$ cat config.mk
export PLATFORM = sky130hd
export DESIGN_NAME = saturn_phase_sequencer
export DESIGN_NICKNAME = d
export VERILOG_FILES = /design/src/rtl/saturn_phase_sequencer.sv
export SDC_FILE = /design/constraint.sdc
export NUM_CORES = 1
export LEC_CHECK = 0
export CAP_MARGIN = 10
export CORE_MARGIN = 1
export CORE_UTILIZATION = 47
export CTS_CLUSTER_DIAMETER = 80
export DETAILED_ROUTE_END_ITERATION = 8
export PLACE_DENSITY = 0.86
export SYNTH_ARGS = -nofsm -noshare
export SYNTH_HDL_FRONTEND = slang
export SYNTH_SLANG_ARGS = --single-unit
$ cat constraint.sdc
create_clock -name i_clk -period 2.1 [get_ports i_clk]
set_clock_uncertainty 0.05 [all_clocks]
set_input_delay 0.42 -clock i_clk [delete_from_list [all_inputs] [get_ports i_clk]]
set_output_delay 0.42 -clock i_clk [all_outputs]
set_load 0.03 [all_outputs]
$ cat src/rtl/saturn_phase_sequencer.sv
// ---------------------------------------------------------------------------
// saturn_phase_sequencer : 4-phase instruction ring with reset hold, halt/step
// control and cycle/instruction counters.   Rev 1.0
// ---------------------------------------------------------------------------
`default_nettype none

module saturn_phase_sequencer #(
  parameter int RESET_HOLD = 4,
  parameter int CNT_W      = 32
) (
  input  logic             i_clk,
  input  logic             i_reset_n,
  input  logic             i_alu_stall_dec,
  input  logic             i_halt_req,
  input  logic             i_step,
  output logic             o_reset,
  output logic [1:0]       o_phase,
  output logic             o_en_bus_send,
  output logic             o_en_bus_recv,
  output logic             o_en_dec,
  output logic             o_en_alu_dump,
  output logic             o_en_alu_prep,
  output logic             o_en_alu_calc,
  output logic             o_en_alu_init,
  output logic             o_en_alu_save,
  output logic             o_halted,
  output logic [CNT_W-1:0] o_cycle_cnt,
  output logic [CNT_W-1:0] o_ins_cnt
);

  localparam int                c_HOLD_W    = (RESET_HOLD > 1) ? $clog2(RESET_HOLD) : 1;
  localparam logic [c_HOLD_W-1:0] c_HOLD_INIT = c_HOLD_W'(RESET_HOLD - 1);

  typedef enum logic [1:0] {
    S_HOLD   = 2'd0,
    S_RUN    = 2'd1,
    S_HALTED = 2'd2,
    S_STEP   = 2'd3
  } state_t;

  state_t              r_state;
  state_t              w_state_nxt;
  logic [c_HOLD_W-1:0] r_hold_cnt;
  logic [c_HOLD_W-1:0] w_hold_cnt_nxt;
  logic [1:0]          r_phase;
  logic [1:0]          w_phase_nxt;
  logic [CNT_W-1:0]    r_cycle_cnt;
  logic [CNT_W-1:0]    w_cycle_cnt_nxt;
  logic [CNT_W-1:0]    r_ins_cnt;
  logic [CNT_W-1:0]    w_ins_cnt_nxt;
  logic                w_active;
  logic                w_boundary;

  always_ff @(posedge i_clk or negedge i_reset_n) begin
    if (!i_reset_n) begin
      r_state     <= S_HOLD;
      r_hold_cnt  <= c_HOLD_INIT;
      r_phase     <= 2'd0;
      r_cycle_cnt <= '0;
      r_ins_cnt   <= '0;
    end else begin
      r_state     <= w_state_nxt;
      r_hold_cnt  <= w_hold_cnt_nxt;
      r_phase     <= w_phase_nxt;
      r_cycle_cnt <= w_cycle_cnt_nxt;
      r_ins_cnt   <= w_ins_cnt_nxt;
    end
  end

  // A stalled phase 3 is not an instruction boundary; the ring simply keeps turning.
  assign w_boundary = (r_phase == 2'd3) && !i_alu_stall_dec;

  always_comb begin
    w_state_nxt     = r_state;
    w_hold_cnt_nxt  = r_hold_cnt;
    w_phase_nxt     = r_phase;
    w_cycle_cnt_nxt = r_cycle_cnt;
    w_ins_cnt_nxt   = r_ins_cnt;
    case (r_state)
      S_HOLD: begin
        w_phase_nxt = 2'd0;
        if (r_hold_cnt == '0) begin
          w_state_nxt = S_RUN;
        end else begin
          w_hold_cnt_nxt = r_hold_cnt - c_HOLD_W'(1);
        end
      end
      S_RUN, S_STEP: begin
        w_phase_nxt     = r_phase + 2'd1;
        w_cycle_cnt_nxt = r_cycle_cnt + CNT_W'(1);
        if (w_boundary) begin
          w_ins_cnt_nxt = r_ins_cnt + CNT_W'(1);
          if ((r_state == S_STEP) || i_halt_req) begin
            w_state_nxt = S_HALTED;
          end
        end
      end
      S_HALTED: begin
        w_phase_nxt = 2'd0;
        if (!i_halt_req) begin
          w_state_nxt = S_RUN;
        end else if (i_step) begin
          w_state_nxt = S_STEP;
        end
      end
      default: w_state_nxt = S_HOLD;
    endcase
  end

  assign w_active      = (r_state == S_RUN) || (r_state == S_STEP);
  assign o_reset       = (r_state == S_HOLD);
  assign o_halted      = (r_state == S_HALTED);
  assign o_phase       = r_phase;
  assign o_en_bus_send = w_active && (r_phase == 2'd0);
  assign o_en_bus_recv = w_active && (r_phase == 2'd1);
  assign o_en_dec      = w_active && (r_phase == 2'd2) && !i_alu_stall_dec;
  assign o_en_alu_dump = w_active && (r_phase == 2'd0);
  assign o_en_alu_prep = w_active && (r_phase == 2'd1);
  assign o_en_alu_calc = w_active && (r_phase == 2'd2);
  assign o_en_alu_init = w_active && (r_phase == 2'd3);
  assign o_en_alu_save = w_active && (r_phase == 2'd3);
  assign o_cycle_cnt   = r_cycle_cnt;
  assign o_ins_cnt     = r_ins_cnt;

endmodule

`default_nettype wire
# --- After elaboration in Yosys (flattened, before gate mapping) ---
# Index checks and enable logic that the tools add are counted.
# W data, S select, Z words.
totals:
  ff_bits: 70
  latchBits: 0
  mem_bits_rw: 0
  romBits: 0
  inputBits: 5
  output_inout_bits: 76
  wordCells: 44
  memories: 0
classes:
  n_addsub: 4
  multipliers: 0
  n_div: 0
  order_cmp: 0
  eq_ne: 10
  shifts: 0
  muxes: 7
  bitwise_logic: 1
  reduce_logical: 17
op_table:
  columns: ["operator", "count"]
  rows:
  - ["$add A32 B1 Y32 const B", 2]
  - ["$mux W2", 5]
  - ["$eq A2 B2 Y1 const B", 4]
  - ["$logic_and A1 B1 Y1", 6]
  - ["$logic_not A2 Y1", 3]
  - ["$pmux W2 S3", 1]
  - ["$eq A2 B1 Y1 const B", 2]
  - ["$ne A2 B2 Y1 const B", 2]
  - ["$pmux W2 S2", 1]
  - ["$reduce_and A2 Y1", 2]
  - ["$reduce_and A4 Y1", 1]
  - ["$reduce_or A2 Y1", 2]
  - ["$ne A3 B3 Y1 const B", 1]
  - ["$add A2 B1 Y2 const B", 1]
  - ["$logic_or A1 B1 Y1", 2]
  - ["$ne A2 B1 Y1 const B", 1]
  - ["$sub A2 B1 Y2 const B", 1]
  - ["$logic_not A1 Y1", 1]
  - ["$not A1 Y1", 1]

# --- Depth between registers and ports, before layout ---
logic_depth:
  depth_word: 5
  mapped_depth: 6
  ltp_nobuf: 5

# --- Least setup slack after synthesis ---
# No wires, ideal clock.
synth_path:
  path_kind: "reg-to-output"
  start: "reg r_phase[0], in the netlist o_phase[0]"
  end: "out o_en_dec"
  arrival_ns: 1.578
  path_slack_ns: 0.052
  path_stages_with_launch: 5
  n_path_buf: 0
  cell_sequence: "dfrtp_1 > inv_1 > ha_1 > and2_1 > nor2b_1"
synth_via:
  elab_chain_len: 3
synth_rtl:
  columns: ["element", "line_no", "rtl"]
  rows:
  - ["start, declared", "45", "logic [1:0] r_phase;"]
  - ["start signal, assigned", "64", "r_phase <= w_phase_nxt;"]
  - ["$eq A2 B2 Y1", null, null]
  - ["$logic_and A1 B1 Y1", null, null]
  - ["net o_en_alu_calc", "23", "output logic o_en_alu_calc,"]
  - ["$logic_and A1 B1 Y1", "116", "assign o_en_dec = w_active && (r_phase == 2'd2) && !i_alu_stall_dec;"]
  - ["end, declared", "20", "output logic o_en_dec,"]
# The timed path passes the listed nets, and every way through them passes these cells.

# --- Final worst setup path ---
layout_path:
  start: "reg r_phase[0], in the netlist o_phase[0]"
  end: "out o_en_bus_send"
layout_via:
  elab_chain_len: 2
layout_rtl:
  columns: ["element", "line_no", "rtl"]
  rows:
  - ["$logic_not A2 Y1", "114", "assign o_en_bus_send = w_active && (r_phase == 2'd0);"]
  - ["$logic_and A1 B1 Y1", "114", null]
  - ["end, declared", "18", "output logic o_en_bus_send,"]
# No other way between the ends.

==> tab_implementation.tex <==
\begin{tabular}{lr}
\hline
Metric & Value \\
\hline
\multicolumn{2}{l}{\textbf{Synth}} \\
Number of unique standard cell types used by synthesis & 33 \\
Synth Instances & 291 \\
FF+latch count, synth & 70 \\
Proportion of register bits with asynchronous set or reset after synthesis & 100\% \\
Post-Synthesis Net Count & 303 \\
Top cells by area, synth & sky130\_fd\_sc\_hd\_\_dfrtp\_1, sky130\_fd\_sc\_hd\_\_xnor2\_1, sky130\_fd\_sc\_hd\_\_nand4\_1 \\
Portion of synthesized cell area occupied by the leading cell type & 51.5\% \\
Synthesized cell area & 0.00331 sq mm \\
YS warnings & 0 \\
Mean cell area of the mapped netlist & 11.4 sq um \\
Yosys top cell by area & sky130\_fd\_sc\_hd\_\_dfrtp\_1 \\
Share of the yosys chip area belonging to registers & 53.0\% \\
Prevailing post-synth register cell & sky130\_fd\_sc\_hd\_\_dfrtp\_1 \\
EDFF count, synth & 0 \\
Cell with the most instances after synthesis & sky130\_fd\_sc\_hd\_\_dfrtp\_1 \\
Post-synth top cells & sky130\_fd\_sc\_hd\_\_dfrtp\_1, sky130\_fd\_sc\_hd\_\_xnor2\_1, sky130\_fd\_sc\_hd\_\_nand4\_1 \\
\multicolumn{2}{l}{\textbf{Power and ir drop}} \\
Switching fraction of total power & 36.5\% \\
Internal portion of total power & 0.00260 W \\
Part of the power in the clock network & 26.4\% \\
Maximum ir drop on the vdd rail & 910 uV \\
Leakage & 1.96 nW \\
Sum of internal, switching and leakage power & 0.00409 W \\
Sequential share of power & 42.1\% \\
Total power per unit cell area & 920 mW/mm\^{}2 \\
Comb power frac & 31.5\% \\
Switching power & 0.00149 W \\
\multicolumn{2}{l}{\textbf{STA}} \\
Highest clock frequency the design can meet & 496 MHz \\
Fin. max-slew vios & 0 \\
Shortest period the worst path allows & 2.02 ns \\
Period Utilization, post-route & 96.0\% \\
Final setup violation count & 0 \\
Worst slack on hold paths & 0.430 ns \\
Worst slew margin relative to its limit & 60.7\% \\
Slew of the pin with the lowest slew margin & 0.585 ns \\
RSZ-0062 raised after global routing & false \\
Final count of hold timing violations & 0 \\
\multicolumn{2}{l}{\textbf{Drt}} \\
Post-route ant nets & 0 \\
Total DRC errors in the routed layout & 0 \\
Total via count after detailed routing & 2529 \\
Final WL & 7.09 mm \\
Initial DRT Pass Iterations & 4 \\
Initial drt markers & 113 \\
Vias per cell & 5.21 \\
Wire length per cell after detailed routing & 14.6 microns \\
\multicolumn{2}{l}{\textbf{Global routing}} \\
Antenna violations before repair & 0 \\
GRT met2 Usage & 34.4\% \\
Largest net degree at the start of global routing & 38 \\
Layer carrying the most global-route usage & met2 \\
Congestion Overflow GR & 0 \\
Overall routing resource usage & 20.7\% \\
Global-route wire length before repair & 11.9 mm \\
GR Util met1 & 26.8\% \\
Met3 capacity usage during global routing & 4.04\% \\
Via count of the first global-routing pass & 2529 \\
\multicolumn{2}{l}{\textbf{Clocking}} \\
Number of buffers created by CTS & 9 \\
Clock transition at the registers of the reported paths & 0.08 ns \\
Maximum clock insertion buffer count & 2 \\
Number of clock sinks & 70 \\
Buffer cell driving the clock tree root & sky130\_fd\_sc\_hd\_\_clkbuf\_8 \\
TritonCTS clock tree & yes \\
Count of H-tree levels built during CTS & 3 \\
Clock latency of the later-clocked register in the worst-skew pair & 0.34 ns \\
\multicolumn{2}{l}{\textbf{Die}} \\
Starting utilization of the core area & 48.7\% \\
Core footprint & 0.00679 sq mm \\
Die ar. & 0.00738 sq mm \\
Chip width & 85.9 microns \\
FP Rows & 30 \\
Boundary pin count & 81 \\
Height of the die & 85.9 microns \\
\multicolumn{2}{l}{\textbf{Setup path}} \\
Data required time of the worst path & 1.63 ns \\
Setup CP Type & reg2out \\
Kind of launch point of the worst setup path & flop \\
Kind of end point of the critical path & output pin \\
Critical-path maximum fanout & 5 \\
Data arrival time of the critical path & 1.55 ns \\
\multicolumn{2}{l}{\textbf{Outcome}} \\
Result of the run & complete, no violations \\
\multicolumn{2}{l}{\textbf{Finish}} \\
Area growth from synthesis to final layout & 34.5\% \\
Final Net Count & 396 \\
Fraction of layout instances using a drive strength above 1 & 10.5\% \\
Final Cell Area & 0.00445 sq mm \\
Number of antenna repair diodes & 0 \\
\multicolumn{2}{l}{\textbf{Place}} \\
HPWL Detailed & 5.17 mm \\
Area after DPL & 0.00426 sq mm \\
Port Buffer Count & 80 \\
Final weighted congestion of routability-driven global placement & 0.781 \\
\multicolumn{2}{l}{\textbf{Flow run}} \\
Reported max-cap violation count & 0 \\
\multicolumn{2}{l}{\textbf{Min path}} \\
Worst hold-check path type & reg2reg \\
\hline
\end{tabular}
[kinds of logic (layout without fill, tap and decap cells)]
kind of cell               after synthesis  count (layout)  share of synthesized area, %
DFF                                     70              70                          53.0
muxes                                    1               1                         0.340
adders and majority gates                7               7                          2.65
buffers and inverters                   18             116                          2.57
xor gates and xnor gates                63              63                          16.7
and+or+nand+nor                        128             128                          24.0
AOI/OAI and AO/OA                        4               4                         0.719
[flip-flops by register name, indices dropped and copies added, names as in the netlist]
register     flops
r_state          2
o_phase          2
o_cycle_cnt     32
o_ins_cnt       32
r_hold_cnt       2
[power groups by stage]
stage | logic, W | registers [W] | clock network, W
6_report | 0.00129 | 0.00172 | 0.00108
3_5_place_dp | 0.00135 | 0.00174 | 0
2_1_floorplan | 0.000598 | 0.00194 | 0
4_1_cts | 0.00131 | 0.00172 | 0.00110
5_1_grt | 0.00137 | 0.00175 | 0.00115
3_3_place_gp | 0.00133 | 0.00173 | 0
[routing by layer]
metal  vias to the layer above  share of wire [%]
met3                        10                5.1
met2                        84                 50
li1                       1200                  -
met5                         -                  0
met1                      1235                 43
met4                         0                1.5
[path summary, 6_finish.rpt]
path                                     from  depth (start not counted)  slack (ns)              end
worst max-delay path               o_phase[0]                          4        0.08    o_en_bus_send
worst min-delay path            o_ins_cnt[31]                          1        0.43    o_ins_cnt[31]
worst max register to register     r_state[0]                          5        0.19  o_cycle_cnt[22]
worst min register to register  o_ins_cnt[31]                          1        0.43    o_ins_cnt[31]
max in group asynchronous           i_reset_n                          3        0.89    r_hold_cnt[0]
min in group asynchronous           i_reset_n                          2        0.47   o_cycle_cnt[6]
[cells in the final DEF, fill, tap and decap left out, types with 2 or more instances in the layout]
cell,synthesis,routed
sky130_fd_sc_hd__and2_1,9,9
sky130_fd_sc_hd__and3_1,13,13
sky130_fd_sc_hd__and4_1,7,7
sky130_fd_sc_hd__buf_4,3,10
sky130_fd_sc_hd__clkbuf_2,0,2
sky130_fd_sc_hd__clkbuf_8,0,10
sky130_fd_sc_hd__clkdlybuf4s50_1,0,69
sky130_fd_sc_hd__clkinvlp_4,0,2
sky130_fd_sc_hd__dfrtp_1,68,68
sky130_fd_sc_hd__dfstp_2,2,2
sky130_fd_sc_hd__dlygate4sd2_1,0,7
sky130_fd_sc_hd__ha_1,7,7
sky130_fd_sc_hd__inv_1,9,9
sky130_fd_sc_hd__nand2_1,20,20
sky130_fd_sc_hd__nand3_1,19,19
sky130_fd_sc_hd__nand4_1,28,28
sky130_fd_sc_hd__nor2_1,8,8
sky130_fd_sc_hd__nor2b_1,4,4
sky130_fd_sc_hd__nor3_1,6,6
sky130_fd_sc_hd__nor4_2,4,4
sky130_fd_sc_hd__o21ai_0,2,2
sky130_fd_sc_hd__xnor2_1,46,46
sky130_fd_sc_hd__xor2_1,17,17
[critical path, cell delays in order, from the launching register on]
cell and delay (ns):
sky130_fd_sc_hd__dfrtp_1 0.43, sky130_fd_sc_hd__inv_1 0.09, sky130_fd_sc_hd__ha_1 0.19, sky130_fd_sc_hd__and2_1 0.16, sky130_fd_sc_hd__dlygate4sd2_1 0.35
[per-stage QoR]
stage | setup TNS [ns] | util [%] | cells | setup WS (ns)
2_1_floorplan | 0 | - | 291 | 0.0516
3_3_place_gp | 0 | 62.7 | 468 | 0.0108
3_5_place_dp | -0.332 | 62.7 | 468 | -0.0526
4_1_cts | 0 | 65.6 | 485 | 0.0222
5_1_grt | 0 | 65.5 | 485 | 0.0309
6_report | 0 | 65.5 | 485 | 0.0848
[cell type report]
cell class	count	area, sq um
clock inverters	5	58.8
flip-flops and latches	70	1750
fillers	519	2350
repair buffers	91	872
inverters	9	33.8
clock buffers	11	141
multi-input cells	203	1470
well taps	96	120
[repair_timing]
item	CTS	global route
hold buffers	1	0
pin swaps	0	0
setup endpoints to repair	9	2
hold endpoints to repair	14	0
setup buffers	0	0
resized for setup	9	4
Note: power is estimated with default switching activity, not from simulation.
